<file path="src/rtl/qci_pkg.sv">
// Shared definitions for the qhttp correction responder: handshake states,
// correction field layout and the default pair lifetime.
package qci_pkg;

  typedef enum logic [1:0] {
    OFFER_WAIT = 2'd0,
    OFFERED    = 2'd1,
    ISSUE      = 2'd2,
    RELEASE    = 2'd3
  } qci_state_e;

  localparam int QC_X_BIT        = 0;
  localparam int QC_Z_BIT        = 1;
  localparam int QC_QUBIT_LSB    = 2;
  localparam int T_COHERENCE_DEF = 1000;

  function automatic logic qc_is_identity(input logic [3:0] corr);
    return ~(corr[QC_X_BIT] | corr[QC_Z_BIT]);
  endfunction

endpackage

</file>
<file path="src/rtl/epr_age_fifo.sv">
// Circular FIFO of heralding timestamps, one entry per stored EPR pair.
// Push on full and pop on empty are ignored; callers arbitrate.
module epr_age_fifo #(
  parameter int DEPTH = 8,
  parameter int TS_W  = 16
) (
  input  logic                     clk,
  input  logic                     rst_n,
  input  logic                     i_push,
  input  logic [TS_W-1:0]          i_push_ts,
  input  logic                     i_pop,
  output logic [TS_W-1:0]          o_head_ts,
  output logic [$clog2(DEPTH):0]   o_count,
  output logic                     o_full,
  output logic                     o_empty
);

  localparam int AW = $clog2(DEPTH);
  localparam logic [AW-1:0] PTR_ONE  = AW'(1);
  localparam logic [AW:0]   CNT_ONE  = (AW+1)'(1);
  localparam logic [AW:0]   CNT_FULL = (AW+1)'(DEPTH);

  logic [TS_W-1:0] r_mem [DEPTH];
  logic [AW-1:0]   r_wr_ptr;
  logic [AW-1:0]   r_rd_ptr;
  logic [AW:0]     r_count;
  logic            w_push;
  logic            w_pop;

  assign o_full    = (r_count == CNT_FULL);
  assign o_empty   = (r_count == '0);
  assign w_push    = i_push & ~o_full;
  assign w_pop     = i_pop & ~o_empty;
  assign o_head_ts = r_mem[r_rd_ptr];
  assign o_count   = r_count;

  always_ff @(posedge clk) begin
    if (w_push) begin
      r_mem[r_wr_ptr] <= i_push_ts;
    end
  end

  always_ff @(posedge clk or negedge rst_n) begin
    if (!rst_n) begin
      r_wr_ptr <= '0;
      r_rd_ptr <= '0;
      r_count  <= '0;
    end else begin
      if (w_push) r_wr_ptr <= r_wr_ptr + PTR_ONE;
      if (w_pop)  r_rd_ptr <= r_rd_ptr + PTR_ONE;
      case ({w_push, w_pop})
        2'b10:   r_count <= r_count + CNT_ONE;
        2'b01:   r_count <= r_count - CNT_ONE;
        default: r_count <= r_count;
      endcase
    end
  end

endmodule

</file>
<file path="src/rtl/qhttp_correction_responder.sv">
// Quantum-side responder of the correction handshake: reserves a heralded EPR
// pair, offers it via quantum_ready, and forwards Pauli corrections.
module qhttp_correction_responder
  import qci_pkg::*;
#(
  parameter int EPR_DEPTH   = 8,
  parameter int T_COHERENCE = T_COHERENCE_DEF,
  parameter int TS_W        = 16,
  parameter int CNT_W       = 16
) (
  input  logic                         clk,
  input  logic                         rst_n,
  input  logic                         epr_herald,
  input  logic [3:0]                   quantum_correction,
  input  logic                         quantum_valid,
  output logic                         quantum_ready,
  output logic                         op_valid,
  output logic [1:0]                   op_qubit,
  output logic                         op_x,
  output logic                         op_z,
  output logic                         op_stale,
  input  logic                         op_ready,
  output logic [$clog2(EPR_DEPTH):0]   pairs_avail,
  output logic [CNT_W-1:0]             applied_count,
  output logic [CNT_W-1:0]             decohered_count,
  output logic [CNT_W-1:0]             dropped_count,
  output logic [CNT_W-1:0]             stale_count
);

  localparam logic [TS_W-1:0]  TS_ONE  = TS_W'(1);
  localparam logic [TS_W-1:0]  T_LIFE  = TS_W'(T_COHERENCE);
  localparam logic [CNT_W-1:0] CNT_ONE = CNT_W'(1);

  qci_state_e                   r_state;
  logic [TS_W-1:0]              r_ts;
  logic [TS_W-1:0]              r_resv_ts;
  logic                         r_ready;
  logic                         r_op_valid;
  logic [1:0]                   r_op_qubit;
  logic                         r_op_x;
  logic                         r_op_z;
  logic                         r_op_stale;
  logic [CNT_W-1:0]             r_applied;
  logic [CNT_W-1:0]             r_decohered;
  logic [CNT_W-1:0]             r_dropped;
  logic [CNT_W-1:0]             r_stale;

  logic [TS_W-1:0]              w_head_ts;
  logic [$clog2(EPR_DEPTH):0]   w_count;
  logic                         w_full;
  logic                         w_empty;
  logic [TS_W-1:0]              w_head_age;
  logic [TS_W-1:0]              w_resv_age;
  logic                         w_head_expired;
  logic                         w_resv_stale;
  logic                         w_reserve;
  logic                         w_pop;
  logic                         w_capture;
  logic                         w_op_fire;
  logic                         w_applied_inc;

  // Ages are modular differences, so timestamp wrap is harmless.
  assign w_head_age     = r_ts - w_head_ts;
  assign w_resv_age     = r_ts - r_resv_ts;
  assign w_head_expired = ~w_empty & (w_head_age >= T_LIFE);
  assign w_resv_stale   = (w_resv_age >= T_LIFE);
  assign w_reserve      = (r_state == OFFER_WAIT) & ~w_empty & ~w_head_expired & ~quantum_valid;
  assign w_pop          = w_head_expired | w_reserve;
  assign w_capture      = (r_state == OFFERED) & quantum_valid;
  assign w_op_fire      = (r_state == ISSUE) & r_op_valid & op_ready;
  assign w_applied_inc  = w_op_fire | (w_capture & qc_is_identity(quantum_correction));

  epr_age_fifo #(
    .DEPTH (EPR_DEPTH),
    .TS_W  (TS_W)
  ) u_fifo (
    .clk       (clk),
    .rst_n     (rst_n),
    .i_push    (epr_herald),
    .i_push_ts (r_ts),
    .i_pop     (w_pop),
    .o_head_ts (w_head_ts),
    .o_count   (w_count),
    .o_full    (w_full),
    .o_empty   (w_empty)
  );

  always_ff @(posedge clk or negedge rst_n) begin
    if (!rst_n) r_ts <= '0;
    else        r_ts <= r_ts + TS_ONE;
  end

  always_ff @(posedge clk or negedge rst_n) begin
    if (!rst_n) begin
      r_state    <= OFFER_WAIT;
      r_resv_ts  <= '0;
      r_ready    <= 1'b0;
      r_op_valid <= 1'b0;
      r_op_qubit <= 2'd0;
      r_op_x     <= 1'b0;
      r_op_z     <= 1'b0;
      r_op_stale <= 1'b0;
    end else begin
      case (r_state)
        OFFER_WAIT: begin
          if (w_reserve) begin
            r_resv_ts <= w_head_ts;
            r_ready   <= 1'b1;
            r_state   <= OFFERED;
          end
        end
        OFFERED: begin
          if (quantum_valid) begin
            r_ready    <= 1'b0;
            r_op_qubit <= quantum_correction[QC_QUBIT_LSB +: 2];
            r_op_x     <= quantum_correction[QC_X_BIT];
            r_op_z     <= quantum_correction[QC_Z_BIT];
            r_op_stale <= w_resv_stale;
            if (qc_is_identity(quantum_correction)) begin
              r_state <= RELEASE;
            end else begin
              r_op_valid <= 1'b1;
              r_state    <= ISSUE;
            end
          end
        end
        ISSUE: begin
          if (r_op_valid && op_ready) begin
            r_op_valid <= 1'b0;
            r_state    <= RELEASE;
          end
        end
        RELEASE: begin
          // Valid may still be high from the captured beat; wait it out.
          if (!quantum_valid) r_state <= OFFER_WAIT;
        end
        default: begin
          r_state    <= OFFER_WAIT;
          r_ready    <= 1'b0;
          r_op_valid <= 1'b0;
        end
      endcase
    end
  end

  always_ff @(posedge clk or negedge rst_n) begin
    if (!rst_n) begin
      r_applied   <= '0;
      r_decohered <= '0;
      r_dropped   <= '0;
      r_stale     <= '0;
    end else begin
      if (w_applied_inc && (r_applied != '1))             r_applied   <= r_applied + CNT_ONE;
      if (w_head_expired && (r_decohered != '1))          r_decohered <= r_decohered + CNT_ONE;
      if (epr_herald && w_full && (r_dropped != '1))      r_dropped   <= r_dropped + CNT_ONE;
      if (w_capture && w_resv_stale && (r_stale != '1))   r_stale     <= r_stale + CNT_ONE;
    end
  end

  assign quantum_ready   = r_ready;
  assign op_valid        = r_op_valid;
  assign op_qubit        = r_op_qubit;
  assign op_x            = r_op_x;
  assign op_z            = r_op_z;
  assign op_stale        = r_op_stale;
  assign pairs_avail     = w_count;
  assign applied_count   = r_applied;
  assign decohered_count = r_decohered;
  assign dropped_count   = r_dropped;
  assign stale_count     = r_stale;

endmodule

</file>
<file path="config.mk">
export PLATFORM = sky130hd
export DESIGN_NAME = qhttp_correction_responder
export DESIGN_NICKNAME = d
export VERILOG_FILES = /design/src/rtl/qci_pkg.sv /design/src/rtl/epr_age_fifo.sv /design/src/rtl/qhttp_correction_responder.sv
export SDC_FILE = /design/constraint.sdc
export NUM_CORES = 1
export LEC_CHECK = 0
export BUFFER_PORTS_ARGS = -buffer_cell sky130_fd_sc_hd__buf_2
export CORE_MARGIN = 1
export CORE_UTILIZATION = 50
export CTS_BUF_LIST = sky130_fd_sc_hd__clkbuf_8 sky130_fd_sc_hd__clkbuf_16
export DETAILED_ROUTE_END_ITERATION = 10
export GPL_ROUTABILITY_DRIVEN = 0
export PLACE_DENSITY = 0.66
export SYNTH_ARGS = -nofsm -noshare
export SYNTH_HDL_FRONTEND = slang
export SYNTH_SLANG_ARGS = --single-unit
</file>
<file path="constraint.sdc">
create_clock -name clk -period 13.6 [get_ports clk]
set_clock_uncertainty 0.05 [all_clocks]
set_input_delay 0.68 -clock clk [delete_from_list [all_inputs] [get_ports clk]]
set_output_delay 0.68 -clock clk [all_outputs]
set_load 0.02 [all_outputs]
</file>
# After elaboration in Yosys (flattened, before gate mapping)

Memories as Yosys holds them, arrays and structs flattened.
Cells that the tools add are included.

Output and inout bits: 75
Bits of input ports: 9
Memory bits (read-only): 0
Latch bits: 0
Memories: 1
Memory bits (writable): 128
Word-level logic and storage cells: 96
Bits in registers: 115

Memory list:

| memory       | depth | width | rd ports | clocked after Yosys merged registers in | wr ports | line               | text |
|---|---|---|---|---|---|---|---|
| u_fifo.r_mem | 8     | 16    | 1        | 0                                       | 1        | epr_age_fifo.sv:23 | `logic [TS_W-1:0] r_mem [DEPTH];` |

Shifts and indexed selects: 0
Multipliers: 0
Reduce and logical (&&, ||, !) cells: 17
Div/mod/pow operators: 0
$lt $le $gt $ge: 2
Multiplexer cells: 16
Bitwise gates (word level): 18
Equal/unequal tests: 15
Add/sub/neg operators: 11

Operator list:

| cell                  | count |
|---|---|
| $add 16x1->16 const B | 5 |
| $ne 16x16->1 const B  | 4 |
| $ge 16x10->1 const B  | 2 |
| $sub 16x16->16        | 2 |
| $and 1x1->1           | 10 |
| $mux 1                | 8 |
| $mux 2                | 4 |
| $pmux 2 s4            | 1 |
| $pmux 4 s2            | 1 |
| $reduce_and 4->1      | 2 |
| $logic_and 1x1->1     | 7 |
| $add 3x1->3 const B   | 2 |
| $eq 2x2->1 const B    | 3 |
| $ne 2x2->1 const B    | 3 |
| $reduce_bool 2->1     | 3 |
| $not 1->1             | 5 |
| $add 4x1->4 const B   | 1 |
| $eq 2x1->1 const B    | 2 |
| $eq 4x4->1 const B    | 1 |
| $logic_not 4->1       | 1 |
| $ne 2x1->1 const B    | 2 |
| $pmux 1 s2            | 2 |
| $reduce_and 2->1      | 2 |
| $sub 4x1->4 const B   | 1 |
| 3 further kinds       | 5 |

# Depth between registers and ports, before layout

An unclocked memory read counts as a cell.

Depth after elaboration: 11
Depth in mapped cells: 24

# By module

Synthesis repeated with hierarchy kept, for this count alone.

Cell total of the unflattened synthesis: 913
Area total of the unflattened synthesis: 11951.5 um^2

Modules (own cells, without submodules):

| module                     | instances | cells each | area each (um^2) |
|---|---|---|---|
| qhttp_correction_responder | 1         | 660        | 6394.9 |
| epr_age_fifo               | 1         | 253        | 5556.6 |

# Worst setup path after synthesis

OpenSTA, ideal clock, no wires.

Path kind: register -> register
Start point: register u_fifo.r_rd_ptr[0]
End point: register u_fifo.r_count[3] (netlist: u_fifo.o_count[3])
Required time: 13.417 ns
Cell stages (with the launch flop): 24
Period minus slack after synthesis: 5.720 ns
Arrival: 5.537 ns
Path slack: 7.880 ns
Path through: dfrtp_1 > clkbuf_1 > buf_1 > mux4_2 > mux2i_1 > ha_1 > buf_6 > and3_1 > a221o_1 > a21o_1 > or4b_1 > o211ai_2 > o211ai_1 > or3_1 > buf_2 > o21ai_0 > inv_1 > ha_1 > ha_1 > a21o_1 > a21oi_1 > xnor2_1 > nor2_1 > xor2_1

Word-level cells in the longest chain between the ends: 11
Elaborated cells between the ends (all ways): 13
Those cells by class: add/sub (1); order compare (1); eq/ne (2); mux (1); bitwise (6); reduce/logical (1); memory (1)

Ends and longest elaborated chain:

| what                                            | line                             | text |
|---|---|---|
| from (decl)                                     | epr_age_fifo.sv:25               | `logic [AW-1:0] r_rd_ptr;` |
| from (signal assigned)                          | epr_age_fifo.sv:50               | `if (w_pop) r_rd_ptr <= r_rd_ptr + PTR_ONE;` |
| $mem_v2 8x16 *                                  | --                               |  |
| $sub 16x16->16 *                                | qhttp_correction_responder.sv:63 | `assign w_head_age = r_ts - w_head_ts;` |
| $ge 16x10->1 *                                  | qhttp_correction_responder.sv:65 | `assign w_head_expired = ~w_empty & (w_head_age >= T_LIFE);` |
| $and 1x1->1 *                                   | qhttp_correction_responder.sv:65 |  |
| $not 1->1                                       | qhttp_correction_responder.sv:67 | `assign w_reserve = (r_state == OFFER_WAIT) & ~w_empty & ~w_head_expired & ~quantum_valid;` |
| $and 1x1->1 (2 in series)                       | qhttp_correction_responder.sv:67 |  |
| $or 1x1->1 *                                    | qhttp_correction_responder.sv:68 | `assign w_pop = w_head_expired \| w_reserve;` |
| $and 1x1->1 *                                   | epr_age_fifo.sv:33               | `assign w_pop = i_pop & ~o_empty;` |
| net u_fifo.w_pop                                | epr_age_fifo.sv:28               | `logic w_pop;` |
| $eq 2x1->1 or $eq 2x2->1 (tied branches)        | epr_age_fifo.sv:51               | `case ({w_push, w_pop})` |
| $pmux 4 s2 or $reduce_bool 2->1 (tied branches) | --                               |  |
| to (signal assigned)                            | epr_age_fifo.sv:52               | `2'b10: r_count <= r_count + CNT_ONE;` |
| to (signal assigned)                            | epr_age_fifo.sv:53               | `2'b01: r_count <= r_count - CNT_ONE;` |
| to (signal assigned)                            | epr_age_fifo.sv:54               | `default: r_count <= r_count;` |
| to (decl)                                       | epr_age_fifo.sv:26               | `logic [AW:0] r_count;` |

Mark *: on every way through the listed nets, which the timed path passes. The rest lies on a longest branch.
A chain may end at the register's enable or synchronous reset.

# Final worst setup path

Ends and elaborated chain as after synthesis.

==> results.sh <==
export IMPL_die_h_um=155
export IMPL_fin_crit_ps=6180
export IMPL_timing_rr_start="u_fifo.r_rd_ptr[0]"
export IMPL_rows=55
export IMPL_grt_max_degree=76
export IMPL_wl_per_cell_um=17.9
export IMPL_portBuffers=83
export IMPL_tightest_slew_ps=1100
export IMPL_drt_iter0_drc=473
export IMPL_synth_edf_count=128
export IMPL_power_density_nw_per_um2=204
export IMPL_clk_latency_ps=530
export IMPL_numCtsBuffers=26
export IMPL_place_inst=1278
export IMPL_synth_common_cells="edfxtp_1, dfrtp_1, xnor2_1, nand2_1, o21ai_0"
export IMPL_placed_cell_area_um2=12500
export IMPL_avgSynthCellArea_um2=13.0
export IMPL_synth_cell_types=58
export IMPL_endpoint_kind="register"
export IMPL_required_ps=13960
export IMPL_holdBufCountCts=0
export IMPL_r2r_slack_ps=7420
export IMPL_rr_worst_depth=21
export IMPL_vdd_drop_max_mv=0.0885
export IMPL_postRouteAntennaNets=0
export IMPL_finalWirelength_um=23800
export IMPL_via_per_inst=5.56
export IMPL_grt_setup_unrepaired="no"
export IMPL_max_freq_ghz=0.162
export IMPL_power_leakage_uw=0.00562
export IMPL_post_dp_hpwl_um=16100
export IMPL_syn_num_nets=954
export IMPL_grt_pass1_wl_um=38600
export IMPL_reg2reg_to="u_fifo.o_count[3]"
export IMPL_drive_gt1_share_pct=19.4
export IMPL_path_clk_slew_ps=60
export IMPL_pin_count=84
export IMPL_status="finished, final reports clean"
export IMPL_antenna_cells=0
export IMPL_remaining_drc_errors=0
export IMPL_synth_ff_type="edfxtp_1"
export IMPL_post_synth_top_count_cell="edfxtp_1"
export IMPL_clkSinkCount=243
export IMPL_gr_total_overflow=0
export IMPL_drv_slew=0
export IMPL_dr_total_vias=7377
export IMPL_yosysWarnings=0
export IMPL_netlist_instances=896
export IMPL_crit_path_max_fanout=35
export IMPL_ys_seq_area_share_pct=57.7
export IMPL_fp_coreArea_um2=22800
export IMPL_tns_ps=0
export IMPL_die_area_um2=23900
export IMPL_yosysTopAreaCell="edfxtp_1"
export IMPL_utilization_pct=59.0
export IMPL_die_width_um=155
export IMPL_hold_viol_final=0
export IMPL_setup_viol=0
export IMPL_stdcell_count=1326
export IMPL_grtUsageTotal_pct=20.4
export IMPL_cts_resized_gates=0
export IMPL_max_cap_violations=0
export IMPL_post_cts_setup_buffers=0
export IMPL_clockBufferDepth=3
export IMPL_finalCritPeriodShare_pct=45.5
export IMPL_hold_class="input port to async pin"
export IMPL_syn_to_final_growth_pct=15.4
export IMPL_cp_endpoint="u_fifo.o_count[3]"
export IMPL_synth_area_leaders="edfxtp_1, dfrtp_1, mux4_2"
export IMPL_arrival_ps=6540
export IMPL_fin_area_um2=13400
export IMPL_crit_path_start_kind="register"
export IMPL_path_class="register to register"
export IMPL_grt_pass1_vias=7303
export IMPL_start_util_pct=51.2
export IMPL_slew_headroom_pct=24.6
export IMPL_dr_pass1_iters=5
export IMPL_antenna_found_initial=0
export IMPL_cts_tree="built"
export IMPL_cts_root_buf="clkbuf_16"
export IMPL_syn_area_um2=11700
export IMPL_startpoint="u_fifo.r_rd_ptr[0]"
export IMPL_synthArstFlopShare_pct=47.3
export IMPL_htreeDepth=1
export IMPL_synth_seq_cells=243
export IMPL_synthDominantCellAreaShare_pct=33.0
export IMPL_finalNetCount=1051
## final cells by class
| cell class | count | area, um2 |
|---|---|---|
| clock buffers | 26 | 651 |
| clock inverters | 22 | 323 |
| fillers | 1852 | 9330 |
| inverters | 29 | 109 |
| multi-input cells | 596 | 4730 |
| flip-flops and latches | 243 | 6720 |
| well taps | 313 | 392 |
| repair buffers | 97 | 523 |
## through the flow
stage / setup slack (ps) / power (uW) / hold slack (ps)
floorplan: 7880 / 1720 / 334
global placement: 7550 / 1950 / 422
detailed placement: 7400 / 1970 / 423
CTS: 7380 / 2760 / 117
global route: 6910 / 2890 / 146
finish: 7420 / 2740 / 112
## how the worst min path moves through the flow
stage	to	from	slack [ps]	depth (start not counted)
finish	r_resv_ts[1]	rst_n	110	1
global route	decohered_count[9]	rst_n	150	1
CTS	decohered_count[13]	rst_n	120	1
detailed placement	stale_count[9]	stale_count[9]	420	1
global placement	dropped_count[10]	dropped_count[10]	420	1
floorplan	applied_count[0]	rst_n	330	0
## registers in the layout (all words and copies together), names as in the netlist
signal and flops:
stale_count 16, quantum_ready 1, r_state 2, r_resv_ts 16, u_fifo.r_wr_ptr 3, applied_count 16
u_fifo.r_rd_ptr 3, op_valid 1, r_ts 16, dropped_count 16, decohered_count 16, u_fifo.o_count 4
op_x 1, op_qubit 2, op_z 1, op_stale 1, u_fifo.r_mem 128
## critical path, stage by stage (launching register included)
cell	delay, ps
dfrtp_2	580
buf_4	490
mux4_2	560
mux2i_1	210
ha_1	330
a21o_1	200
a221o_1	400
a21o_1	220
or4b_1	500
o211ai_2	80
o211ai_1	100
or3_1	310
buf_4	250
o21ai_0	470
inv_1	90
ha_1	260
ha_1	280
a21o_1	180
a21oi_1	170
xnor2_1	140
nor2_1	60
xor2_1	140
## layout by cell type (no fill, tap or decap), drive strengths merged, types with 18 or more instances in the layout
cell type  synthesis  layout
edfxtp           128     128
dfrtp            115     115
buf               10      97
xnor2             76      76
nand2             61      61
o21ai             51      51
ha                46      46
nand3             42      42
mux4              32      32
inv               29      32
nor2              32      32
a21oi             30      30
and3              27      27
clkbuf            18      26
nand4             25      25
mux2i             19      19
a21o              18      18
## cell families after synthesis
group / synth area share [%]
multiplexers: 9.28
flip-flops: 57.7
buffers and inverters: 2.05
AND/OR/NAND/NOR: 11.0
XOR/XNOR: 6.92
AO/OA/AOI/OAI: 7.60
adder cells (fa/ha/maj): 5.46
## where the power goes
group | internal, uW | total [uW] | switching (uW)
Clock | 501 | 785 | 284
Sequential | 897 | 987 | 90.0
Combinational | 422 | 966 | 543
## layer usage
metal / up-vias / track usage, % / part of all wire [%]
met5: - / 0 / 0
met4: 0 / 4.81 / 1.5
met3: 34 / 2.41 / 3.9
met2: 147 / 32.6 / 45
met1: 3652 / 30.1 / 49
li1: 3544 / - / -
(Power assumes the default switching activity.)
